## src/rtl/fifo_sc_fwft.sv

```systemverilog
// Single-clock register FIFO with occupancy count, optional first-word-fall-through output,
// programmable almost-full/almost-empty thresholds, overflow/underflow pulses and synchronous flush.
module fifo_sc_fwft #(
  parameter int DATA_SIZE    = 9,
  parameter int ADDR_SIZE    = 7,
  parameter int FWFT         = 0,
  parameter int AFULL_LEVEL  = 120,
  parameter int AEMPTY_LEVEL = 8
) (
  input  logic                 clk,
  input  logic                 rst_n,
  input  logic                 clr,
  input  logic [DATA_SIZE-1:0] data,
  input  logic                 wrreq,
  input  logic                 rdreq,
  output logic [DATA_SIZE-1:0] q,
  output logic                 rdempty,
  output logic                 wrfull,
  output logic [ADDR_SIZE:0]   usedw,
  output logic                 almost_full,
  output logic                 almost_empty,
  output logic                 overflow,
  output logic                 underflow
);

  localparam int                 DEPTH = 1 << ADDR_SIZE;
  localparam logic [ADDR_SIZE:0] AF_L  = (ADDR_SIZE+1)'(AFULL_LEVEL);
  localparam logic [ADDR_SIZE:0] AE_L  = (ADDR_SIZE+1)'(AEMPTY_LEVEL);

  logic [ADDR_SIZE:0]   r_waddr, r_raddr;
  logic [DATA_SIZE-1:0] r_mem [DEPTH];
  logic                 r_ovf, r_udf;

  logic                 w_empty, w_full, w_wr_ok, w_rd_ok;
  logic [ADDR_SIZE:0]   w_used;
  logic [ADDR_SIZE-1:0] w_wa, w_ra;

  // Extra pointer MSB distinguishes full from empty when the low bits coincide.
  assign w_wa    = r_waddr[ADDR_SIZE-1:0];
  assign w_ra    = r_raddr[ADDR_SIZE-1:0];
  assign w_empty = (r_waddr == r_raddr);
  assign w_full  = (w_wa == w_ra) && (r_waddr[ADDR_SIZE] != r_raddr[ADDR_SIZE]);
  assign w_used  = r_waddr - r_raddr;
  assign w_wr_ok = wrreq && !w_full;
  assign w_rd_ok = rdreq && !w_empty;

  always_ff @(posedge clk or negedge rst_n) begin
    if (!rst_n) begin
      r_waddr <= '0;
      r_raddr <= '0;
      r_ovf   <= 1'b0;
      r_udf   <= 1'b0;
    end else if (clr) begin
      r_waddr <= '0;
      r_raddr <= '0;
      r_ovf   <= 1'b0;
      r_udf   <= 1'b0;
    end else begin
      if (w_wr_ok) r_waddr <= r_waddr + 1'b1;
      if (w_rd_ok) r_raddr <= r_raddr + 1'b1;
      r_ovf <= wrreq && w_full;
      r_udf <= rdreq && w_empty;
    end
  end

  // Storage is deliberately left out of reset; the pointers alone define validity.
  always_ff @(posedge clk) begin
    if (w_wr_ok && !clr) r_mem[w_wa] <= data;
  end

  generate
    if (FWFT != 0) begin : g_fwft
      assign q = w_empty ? '0 : r_mem[w_ra];
    end else begin : g_std
      logic [DATA_SIZE-1:0] r_q;
      always_ff @(posedge clk or negedge rst_n) begin
        if (!rst_n)       r_q <= '0;
        else if (clr)     r_q <= '0;
        else if (w_rd_ok) r_q <= r_mem[w_ra];
      end
      assign q = r_q;
    end
  endgenerate

  assign rdempty      = w_empty;
  assign wrfull       = w_full;
  assign usedw        = w_used;
  assign almost_full  = (w_used >= AF_L);
  assign almost_empty = (w_used <= AE_L);
  assign overflow     = r_ovf;
  assign underflow    = r_udf;

endmodule
```

## config.mk

```make
export PLATFORM = sky130hd
export DESIGN_NAME = fifo_sc_fwft
export DESIGN_NICKNAME = d
export VERILOG_FILES = /design/src/rtl/fifo_sc_fwft.sv
export SDC_FILE = /design/constraint.sdc
export NUM_CORES = 1
export LEC_CHECK = 0
export ABC_AREA = 1
export BUFFER_PORTS_ARGS = -buffer_cell sky130_fd_sc_hd__buf_2
export CORE_ASPECT_RATIO = 2
export CORE_UTILIZATION = 35
export CTS_CLUSTER_SIZE = 25
export DETAILED_ROUTE_END_ITERATION = 6
export PLACE_DENSITY_LB_ADDON = 0.15
export SYNTH_ARGS = -nofsm -noshare
export SYNTH_HDL_FRONTEND = slang
export SYNTH_SLANG_ARGS = --single-unit
```

## constraint.sdc

```tcl
create_clock -name clk -period 4.2 [get_ports clk]
set_input_delay 0 -clock clk [delete_from_list [all_inputs] [get_ports clk]]
set_output_delay 0 -clock clk [all_outputs]
set_load 0.01 [all_outputs]
```

; After elaboration in Yosys (flattened, before gate mapping)
; Memories as Yosys holds them, arrays and structs flattened.
; Cells that the tools add are included.
[classes]
reduce_logical = 11
muxes = 10
n_eq_ne = 3
n_lt_le_gt_ge = 2
add_sub_neg = 3
[op_table]
columns = operator, n
row1 = 8-bit 2-to-1 mux, 4
row2 = 9-bit 2-to-1 mux, 2
row3 = 8-bit by 1-bit adder with 8-bit output (second input constant), 2
row4 = 8-bit == test, 1
row5 = 8-bit by 7-bit greater-or-equal comparator with 1-bit output (second input constant), 1
row6 = 8-bit by 4-bit <= comparator with 1-bit output (second input constant), 1
row7 = 8-bit subtractor, 1
row8 = 7-bit == test, 1
row9 = 1-bit logical AND, 6
row10 = 1-bit 2-to-1 mux, 4
row11 = 2-bit nonzero test, 2
row12 = 1-bit zero test, 3
row13 = 1-bit inequality test, 1
[word_totals]
ff_bits = 27
mem_bits_rw = 1152
mem_count = 1
[memory_table]
columns = name, words, width, read_ports, rd_ports_with_merged_regs, wr, line_no
row1 = r_mem, 128, 9, 1, 0, 1, 31  ; logic [DATA_SIZE-1:0] r_mem [DEPTH];

; Logic depth before layout (Yosys ltp)
; Gate-level depths: netlist (run 1).
[depth]
ltp_word = 7
depth_mapped = 15
depth_no_buf = 14

; Least setup slack after synthesis (run 1)
; OpenSTA, ideal clock, no wires.
[synth_path]
path_kind = flip-flop to flip-flop
start = register r_raddr[2]
end = memory r_mem[102][0], enable pin
period_less_slack_ps = 3040
path_stages_with_launch = 15
arrival_ps = 2666
required_ps = 3826
path_buffers = 3
setup_slack_ps = 1160
path_cell_list = dfrtp_1 -> inv_1 -> buf_2 -> buf_1 -> ha_1 -> nand2_1 -> nor2_1 -> nand4_1 -> nand2_1 -> inv_1 -> nand2_1 -> inv_2 -> nand4_1 -> buf_6 -> nor2_1
[synth_between]
elab_chain_len = 7
[synth_lines]
columns = element, line_no
row1 = "start, declared", 30  ; logic [ADDR_SIZE:0] r_waddr, r_raddr;
row2 = "start signal, assigned", 60  ; if (w_rd_ok) r_raddr <= r_raddr + 1'b1;
row3 = 7-bit == test, 42  ; assign w_full = (w_wa == w_ra) && (r_waddr[ADDR_SIZE] != r_raddr[ADDR_SIZE]);
row4 = 1-bit logical AND, 42
row5 = 1-bit zero test, 44  ; assign w_wr_ok = wrreq && !w_full;
row6 = 1-bit logical AND, 44
row7 = 1-bit logical AND, 68  ; if (w_wr_ok && !clr) r_mem[w_wa] <= data;
row8 = 1-bit 2-to-1 mux, 68
row9 = 1-bit 2-to-1 mux (implied by the code), 68
row10 = "end, declared", 31
; No other way between the ends.

; Worst setup path in the final report (run 1)
[layout_path]
start = register r_raddr[6]
end = memory r_mem[47][1], enable pin
; The elaborated chain is that of the path after synthesis.

==> impl_metrics.prom, run 1 <==
# TYPE chip_impl_metric gauge
chip_impl_info{name="run_status",value="complete, but fails checks"} 1
chip_impl_info{name="failed_checks",value="design-rule violations"} 1
chip_impl_metric{name="cellLeakagePower",unit="nW"} 19.1
chip_impl_metric{name="clock_skew",unit="ps"} 46.0
chip_impl_info{name="buffer_cell_driving_the_clock_tree_root",value="clkbuf_16"} 1
chip_impl_metric{name="placement_rows",unit=""} 192
chip_impl_metric{name="number_of_distinct_library_cell_variants_in_the_gate_level_netlist_after_synthesis",unit=""} 29
chip_impl_info{name="ys_top_cells_by_count",value="nand2_1, edfxtp_1, nand3_1"} 1
chip_impl_metric{name="synthArstFlopShare",unit=""} 0.0229
chip_impl_metric{name="ctsHtreeMaxLevel",unit=""} 3
chip_impl_metric{name="placement.io_buffers",unit=""} 36
chip_impl_metric{name="setup_ws",unit="ps"} 823
chip_impl_metric{name="clock_insertion_delay_worst_skew",unit="ps"} 750
chip_impl_metric{name="dr_total_vias",unit=""} 30800
chip_impl_metric{name="ys_seq_elements",unit=""} 1179
chip_impl_metric{name="power_per_cell_area",unit="nW/um^2"} 471
chip_impl_metric{name="seq_area_frac_synth",unit=""} 0.732
chip_impl_info{name="synthDominantAreaCellType",value="edfxtp_1"} 1
chip_impl_metric{name="cts_made_buffers",unit=""} 99
chip_impl_metric{name="route.antenna.remaining_nets",unit=""} 0
chip_impl_metric{name="wire_length_of_the_first_global_routing_pass",unit="um"} 209000
chip_impl_metric{name="clk_pin_slew_worst_paths",unit="ps"} 80
chip_impl_metric{name="post_synth_and_or_nand_nor_area_fraction",unit=""} 0.230
chip_impl_info{name="tritoncts",value="done"} 1
chip_impl_metric{name="wl_per_instance",unit="um"} 23.8
chip_impl_metric{name="dp.final_hpwl",unit="um"} 85200
chip_impl_metric{name="clock_sink_count",unit=""} 1179
chip_impl_metric{name="layout_worst_path_cycle_share",unit=""} 0.804
chip_impl_metric{name="crit_path_max_fanout",unit=""} 12
chip_impl_metric{name="tightestPinTransition",unit="ps"} 1080
chip_impl_metric{name="maxSlewViolCount",unit=""} 0
chip_impl_metric{name="synth_xor_xnor_area_share",unit=""} 0.00146
chip_impl_metric{name="via_density_per_instance",unit=""} 5.13
chip_impl_metric{name="drv_cap",unit=""} 0
chip_impl_info{name="yosysMostFrequentCell",value="nand2_1"} 1
chip_impl_metric{name="synth_top_cell_area_share",unit=""} 0.718
chip_impl_metric{name="detail_route.wirelength",unit="um"} 143000
chip_impl_metric{name="via_count_of_the_first_global_routing_pass",unit=""} 31400
chip_impl_metric{name="setup_viol_count_final",unit=""} 0
chip_impl_metric{name="max_stage_delay",unit="ps"} 710
chip_impl_info{name="yosys_most_used_dff",value="edfxtp_1"} 1
chip_impl_metric{name="drtPass1Iterations",unit=""} 7
chip_impl_metric{name="grt_start_max_net_pins",unit=""} 183
chip_impl_metric{name="synth_cells",unit=""} 4107
chip_impl_metric{name="synth_edf_count",unit=""} 1152
chip_impl_metric{name="compound_gate_portion_of_the_synthesized_area",unit=""} 0.00356
chip_impl_metric{name="flow.area_growth_from_synthesis",unit="%"} 13.0
chip_impl_metric{name="starting_utilization_of_the_core_area",unit=""} 0.352
chip_impl_metric{name="placeableCoreArea",unit="um^2"} 137000
chip_impl_metric{name="drc",unit=""} 3
chip_impl_metric{name="synth.yosys.warnings",unit=""} 0
chip_impl_info{name="crit_path_cell_trace",value="inv_1 -> ha_1 -> nand4_1 -> nand2_1 -> inv_1 -> nand2_1 -> inv_2 -> nand2_1 -> nor2_1"} 1
chip_impl_metric{name="critPathRequiredTime",unit="ps"} 4560
chip_impl_metric{name="synthesis.nets",unit=""} 4131
chip_impl_metric{name="gr-usage-all-layers",unit=""} 0.205
chip_impl_info{name="critical_path.startpoint_type",value="register"} 1
chip_impl_metric{name="globalplace.congestion",unit=""} 0.837
chip_impl_metric{name="post_synth_mux_area_share",unit=""} 0
chip_impl_metric{name="gr-total-overflow",unit=""} 0
chip_impl_metric{name="post_cts.repair.setup_buffers",unit=""} 0
chip_impl_info{name="synth_top_cells_by_area",value="edfxtp_1, nand3_1, nand2_1"} 1
chip_impl_metric{name="die-area",unit="um^2"} 139000
chip_impl_metric{name="fillerInstances",unit=""} 13000
chip_impl_info{name="cpMostUsedCell",value="nand2_1"} 1
chip_impl_metric{name="max_slew_margin",unit=""} 0.280
chip_impl_metric{name="post_route_cells_drive_above_1_share",unit=""} 0.0860
chip_impl_info{name="critPathSlowestCell",value="nor2_1"} 1
chip_impl_metric{name="worst-path-buf-inv",unit=""} 3
chip_impl_metric{name="fin_total_pwr",unit="mW"} 25.6
chip_impl_metric{name="detailedRoute.firstIterationViolations",unit=""} 1907
chip_impl_metric{name="regArea",unit="um^2"} 35300
chip_impl_info{name="cpLargestDelayFamily",value="simple AND/OR/NAND/NOR gates"} 1
chip_impl_metric{name="multiInputGateArea",unit="um^2"} 11500
chip_impl_metric{name="die_height",unit="um"} 527
chip_impl_metric{name="post-route-min-period",unit="ps"} 3380
chip_impl_metric{name="vdd_ir_drop_max",unit="uV"} 331
chip_impl_info{name="endpoint_kind",value="register"} 1
chip_impl_metric{name="postCtsResizedCells",unit=""} 0
chip_impl_metric{name="synth-adder-area-share",unit=""} 0.00275
chip_impl_metric{name="cts_max_path_buffers",unit=""} 3
chip_impl_metric{name="critPathArrivalTime",unit="ps"} 3740
chip_impl_metric{name="mappedNetlistArea",unit="um^2"} 48200
chip_impl_info{name="unrepaired_setup_endpoints_after_global_routing",value="false"} 1
chip_impl_metric{name="die_x",unit="um"} 264
chip_impl_info{name="critical_path_class",value="register to register"} 1
chip_impl_metric{name="maxClockFrequency",unit="MHz"} 296
chip_impl_metric{name="io-pin-count",unit=""} 37
chip_impl_info{name="min_path_type",value="input port to register"} 1
chip_impl_metric{name="number_of_antenna_violations_at_the_first_check_in_global_routing",unit=""} 2
chip_impl_metric{name="timing_hold_violations_final",unit=""} 0
chip_impl_info{name="combinational_family_with_the_most_area_after_synthesis",value="simple AND/OR/NAND/NOR gates"} 1
chip_impl_metric{name="placement.setup.worst_slack",unit="ps"} 846
chip_impl_metric{name="postSynthAreaPerCell",unit="um^2"} 11.7
chip_impl_metric{name="setup_tns",unit="ps"} 0
chip_impl_metric{name="final_nets",unit=""} 4208
## logic make-up (layout without fill, tap and decap cells)
family          after synthesis  in the layout
flops                      1179           1179
xor+xnor                      8              8
fa+ha+maj                    10             10
compound gates               31             31
simple gates               2574           2574
buf+inv                     305            465
other cells                   0              3
## per-stage QoR
stage,instance area [um^2],cells,hold slack [ps],utilization
after floorplan,48200,4107,-296,-
after global placement,51000,5812,88.1,0.373
after detailed placement,51000,5812,87.4,0.373
after CTS,54400,6013,86.2,0.398
after global routing,54400,6014,118,0.398
final,54400,6016,139,0.398
## metal layers
metal,part of all wire,GRT usage
met1,0.37,0.224
met2,0.55,0.396
met4,0.041,0.0883
met5,0,0
met3,0.031,0.0205
## cell type report
cell class                      count  share of cell area
Multi-Input combinational cell   2623               0.211
Clock buffer                      126              0.0481
Sequential cell                  1179               0.649
Timing Repair Buffer              239              0.0372
Inverter                           42             0.00327
Tap cell                         1746              0.0402
Antenna cell                        3            0.000138
Clock inverter                     58              0.0117
## worst min-delay path: cells and delay by family
kind,cells,cell delay (ps)
buffers and inverters,2,760
and+or+nand+nor,1,80
## cells in the final DEF, fill, tap and decap left out, types with 14 or more instances in the layout
cell	n
buf_2	27
inv_1	35
clkbuf_16	99
nand3_1	1112
buf_12	18
o21ai_0	14
clkinv_1	29
buf_4	169
nand2_1	1293
dlygate4sd3_1	16
dfrtp_1	23
nor2_1	153
clkbuf_1	23
edfxtp_1	1152
## where the power goes
part / leakage, nW / switching (mW) / internal, mW / total, mW
sequential: 10.7 / 0.0596 / 12.9 / 13.0
combinational: 6.79 / 2.37 / 0.824 / 3.20
clock: 1.58 / 4.38 / 5.08 / 9.47
## flip-flops by register name (all words and copies together) (netlist names)
| signal | count |
|---|---|
| underflow | 1 |
| q | 9 |
| r_raddr | 8 |
| overflow | 1 |
| r_mem | 1152 |
| r_waddr | 8 |
## worst paths after layout
| kind | from | end | depth (start not counted) | slack (ps) |
|---|---|---|---|---|
| max | r_raddr[6] | r_mem[47][1] | 9 | 820 |
| min | clr | r_raddr[6] | 3 | 140 |
| max reg2reg | r_raddr[6] | r_mem[47][1] | 9 | 820 |
| min reg2reg | r_waddr[7] | r_waddr[7] | 2 | 560 |
| max in group asynchronous | rst_n | r_raddr[2] | 4 | 3700 |
| min in group asynchronous | rst_n | overflow | 4 | 280 |
## what timing repair did
action                     in CTS  in global routing
hold endpoints to repair      791                  0
hold buffers                   17                  0
setup endpoints to repair       0                  0
Power figures use the tool's default switching activity.
==> run 2: changes to the inputs <==
clock period = 3.5 ns   (was 4.2 ns; I/O delays follow)
==> impl_metrics.prom, run 2 (synthesis results as in run 1) <==
# TYPE chip_impl_metric gauge
chip_impl_metric{name="cellLeakagePower",unit="nW"} 19.3
chip_impl_metric{name="vdd_ir_drop_max",unit="uV"} 352
chip_impl_metric{name="r2r_cells",unit=""} 13
chip_impl_metric{name="gr-usage-all-layers",unit=""} 0.210
chip_impl_metric{name="postLayoutCellArea",unit="um^2"} 54800
chip_impl_metric{name="placeableCoreArea",unit="um^2"} 137000
chip_impl_metric{name="flow.area_growth_from_synthesis",unit="%"} 13.9
chip_impl_metric{name="placedInstanceArea",unit="um^2"} 51400
chip_impl_metric{name="setup_tns",unit="ps"} 0
chip_impl_metric{name="clock_insertion_delay_worst_skew",unit="ps"} 730
chip_impl_info{name="endpoint_kind",value="primary output"} 1
chip_impl_metric{name="route.antenna.remaining_nets",unit=""} 0
chip_impl_metric{name="critPathRequiredTime",unit="ps"} 3500
chip_impl_metric{name="maxSlewViolCount",unit=""} 0
chip_impl_info{name="crit-reg2reg-capture",value="r_mem[106][5]"} 1
chip_impl_metric{name="via_count_of_the_first_global_routing_pass",unit=""} 31900
chip_impl_metric{name="timing.hold.worst_path_depth",unit=""} 3
chip_impl_metric{name="die-area",unit="um^2"} 139000
chip_impl_metric{name="fin_worst_hold_slack",unit="ps"} 147
chip_impl_info{name="run_status",value="complete, but fails checks"} 1
chip_impl_metric{name="layout_worst_path_cycle_share",unit=""} 0.929
chip_impl_metric{name="max_slew_margin",unit=""} 0.241
chip_impl_info{name="hold_path_end",value="r_raddr[6]"} 1
chip_impl_metric{name="wl_per_instance",unit="um"} 24.1
chip_impl_info{name="max_flop_register",value="r_mem"} 1
chip_impl_metric{name="post-place-cells",unit=""} 5847
chip_impl_metric{name="post-route-min-period",unit="ps"} 3250
chip_impl_info{name="startpoint_of_the_tightest_hold_check_path",value="clr"} 1
chip_impl_metric{name="maxClockFrequency",unit="MHz"} 308
chip_impl_metric{name="layout.cells.non_filler",unit=""} 6060
chip_impl_metric{name="postCtsResizedCells",unit=""} 0
chip_impl_metric{name="placement.io_buffers",unit=""} 36
chip_impl_metric{name="clock_sink_count",unit=""} 1179
chip_impl_info{name="buffer_cell_driving_the_clock_tree_root",value="clkbuf_16"} 1
chip_impl_info{name="min_path_type",value="input port to register"} 1
chip_impl_info{name="cpMostUsedCell",value="nor2_1"} 1
chip_impl_metric{name="drtPass1Iterations",unit=""} 7
chip_impl_metric{name="cts_max_path_buffers",unit=""} 3
chip_impl_metric{name="worst-r2r-setup-slack",unit="ps"} 440
chip_impl_metric{name="final_nets",unit=""} 4248
chip_impl_metric{name="gr-total-overflow",unit=""} 0
chip_impl_info{name="final_common_cell",value="nand2_1"} 1
chip_impl_metric{name="critical_path_depth",unit=""} 15
chip_impl_metric{name="placement_rows",unit=""} 192
chip_impl_metric{name="largest_reg_flops",unit=""} 1152
chip_impl_metric{name="tightestPinTransition",unit="ps"} 1140
chip_impl_metric{name="post_route_cells_drive_above_1_share",unit=""} 0.0986
chip_impl_info{name="cpLargestDelayFamily",value="buffers and inverters"} 1
chip_impl_metric{name="die_x",unit="um"} 264
chip_impl_metric{name="clock_skew",unit="ps"} 44.3
chip_impl_metric{name="drv_cap",unit=""} 0
chip_impl_metric{name="ctsHtreeMaxLevel",unit=""} 3
chip_impl_metric{name="starting_utilization_of_the_core_area",unit=""} 0.352
chip_impl_info{name="regToRegStartpoint",value="r_waddr[0]"} 1
chip_impl_info{name="critical_path_class",value="register to primary output"} 1
chip_impl_info{name="layout_common_cells",value="nand2_1, edfxtp_1, nand3_1, buf_4, nor2_1"} 1
chip_impl_info{name="tritoncts",value="done"} 1
chip_impl_metric{name="cts_made_buffers",unit=""} 101
chip_impl_metric{name="detailedRoute.firstIterationViolations",unit=""} 1942
chip_impl_metric{name="io-pin-count",unit=""} 37
chip_impl_metric{name="clk_pin_slew_worst_paths",unit="ps"} 70
chip_impl_metric{name="timing_hold_violations_final",unit=""} 0
chip_impl_metric{name="via_density_per_instance",unit=""} 5.11
chip_impl_info{name="crit_path_cell_trace",value="inv_8 -> buf_12 -> fa_1 -> inv_1 -> nor2_1 -> nor2_1 -> nor2_1 -> nor2_1 -> o21ai_0 -> xor2_1 -> buf_4 -> nor2_1 -> nand2_1 -> nor2_1 -> buf_2"} 1
chip_impl_metric{name="critPathArrivalTime",unit="ps"} 3250
chip_impl_info{name="failed_checks",value="design-rule violations"} 1
chip_impl_metric{name="die_height",unit="um"} 527
chip_impl_metric{name="power_per_cell_area",unit="nW/um^2"} 561
chip_impl_metric{name="wire_length_of_the_first_global_routing_pass",unit="um"} 213000
chip_impl_metric{name="number_of_antenna_violations_at_the_first_check_in_global_routing",unit=""} 4
chip_impl_info{name="unrepaired_setup_endpoints_after_global_routing",value="false"} 1
chip_impl_metric{name="crit_path_max_fanout",unit=""} 63
chip_impl_metric{name="dr_total_vias",unit=""} 31000
chip_impl_metric{name="detail_route.wirelength",unit="um"} 146000
chip_impl_metric{name="globalplace.congestion",unit=""} 0.826
chip_impl_metric{name="max_stage_delay",unit="ps"} 480
chip_impl_info{name="critPathSlowestCell",value="dfrtp_4"} 1
chip_impl_info{name="critical_path.startpoint_type",value="register"} 1
chip_impl_metric{name="grt_start_max_net_pins",unit=""} 177
chip_impl_metric{name="setup_viol_count_final",unit=""} 0
chip_impl_metric{name="drc",unit=""} 4
chip_impl_metric{name="dp.final_hpwl",unit="um"} 88200
chip_impl_metric{name="worst-path-buf-inv",unit=""} 5
run 2: power by group:
group / leakage (nW) / switching [mW] / internal [mW]
Combinational: 7.03 / 2.86 / 1.05
Sequential: 10.7 / 0.0603 / 15.5
Clock: 1.57 / 5.25 / 6.00
Total: 19.3 / 8.17 / 22.6
run 2: cell type report:
cell class,instances,area (um^2)
inverter,42,178
fill,13000,81800
timing repair buffer,277,2460
tap,1746,2180
clock buffer,123,2670
antenna,2,5.00
multi-input combinational,2623,11500
clock inverter,68,596
sequential,1179,35300
run 2: per-layer routing:
layer,vias up,global-route usage,part of all wire
met4,0,0.0897,0.042
met2,695,0.405,0.55
met5,-,0,0
li1,14700,-,-
met1,15300,0.229,0.37
met3,245,0.0224,0.036
run 2: repair_timing:
item	4_1_cts	5_1_grt
hold endpoints to repair	732	0
setup buffers	0	3
hold buffers	17	0
setup endpoints to repair	0	2
run 2: tightest hold or removal path, cell delays in order:
cell,delay [ps]
dlygate4sd3_1,520
buf_2,230
nor3b_1,80
run 2: per-stage QoR:
| step | power [mW] | setup WS [ps] | utilization |
|---|---|---|---|
| floorplan | 18.2 | 460 | - |
| global placement | 19.8 | 558 | 0.376 |
| detailed placement | 19.8 | 532 | 0.376 |
| CTS | 31.1 | 80.3 | 0.401 |
| global route | 31.9 | 6.74 | 0.401 |
| finish | 30.7 | 250 | 0.401 |
run 2: worst max path at each step:
stage / start / end
after detailed placement: r_waddr[0] / r_mem[106][8]
final: r_raddr[1] / almost_empty
after floorplan: r_raddr[2] / r_mem[102][0]
after CTS: r_raddr[1] / almost_full
after global placement: r_waddr[0] / r_mem[106][6]
after global routing: r_waddr[0] / almost_empty
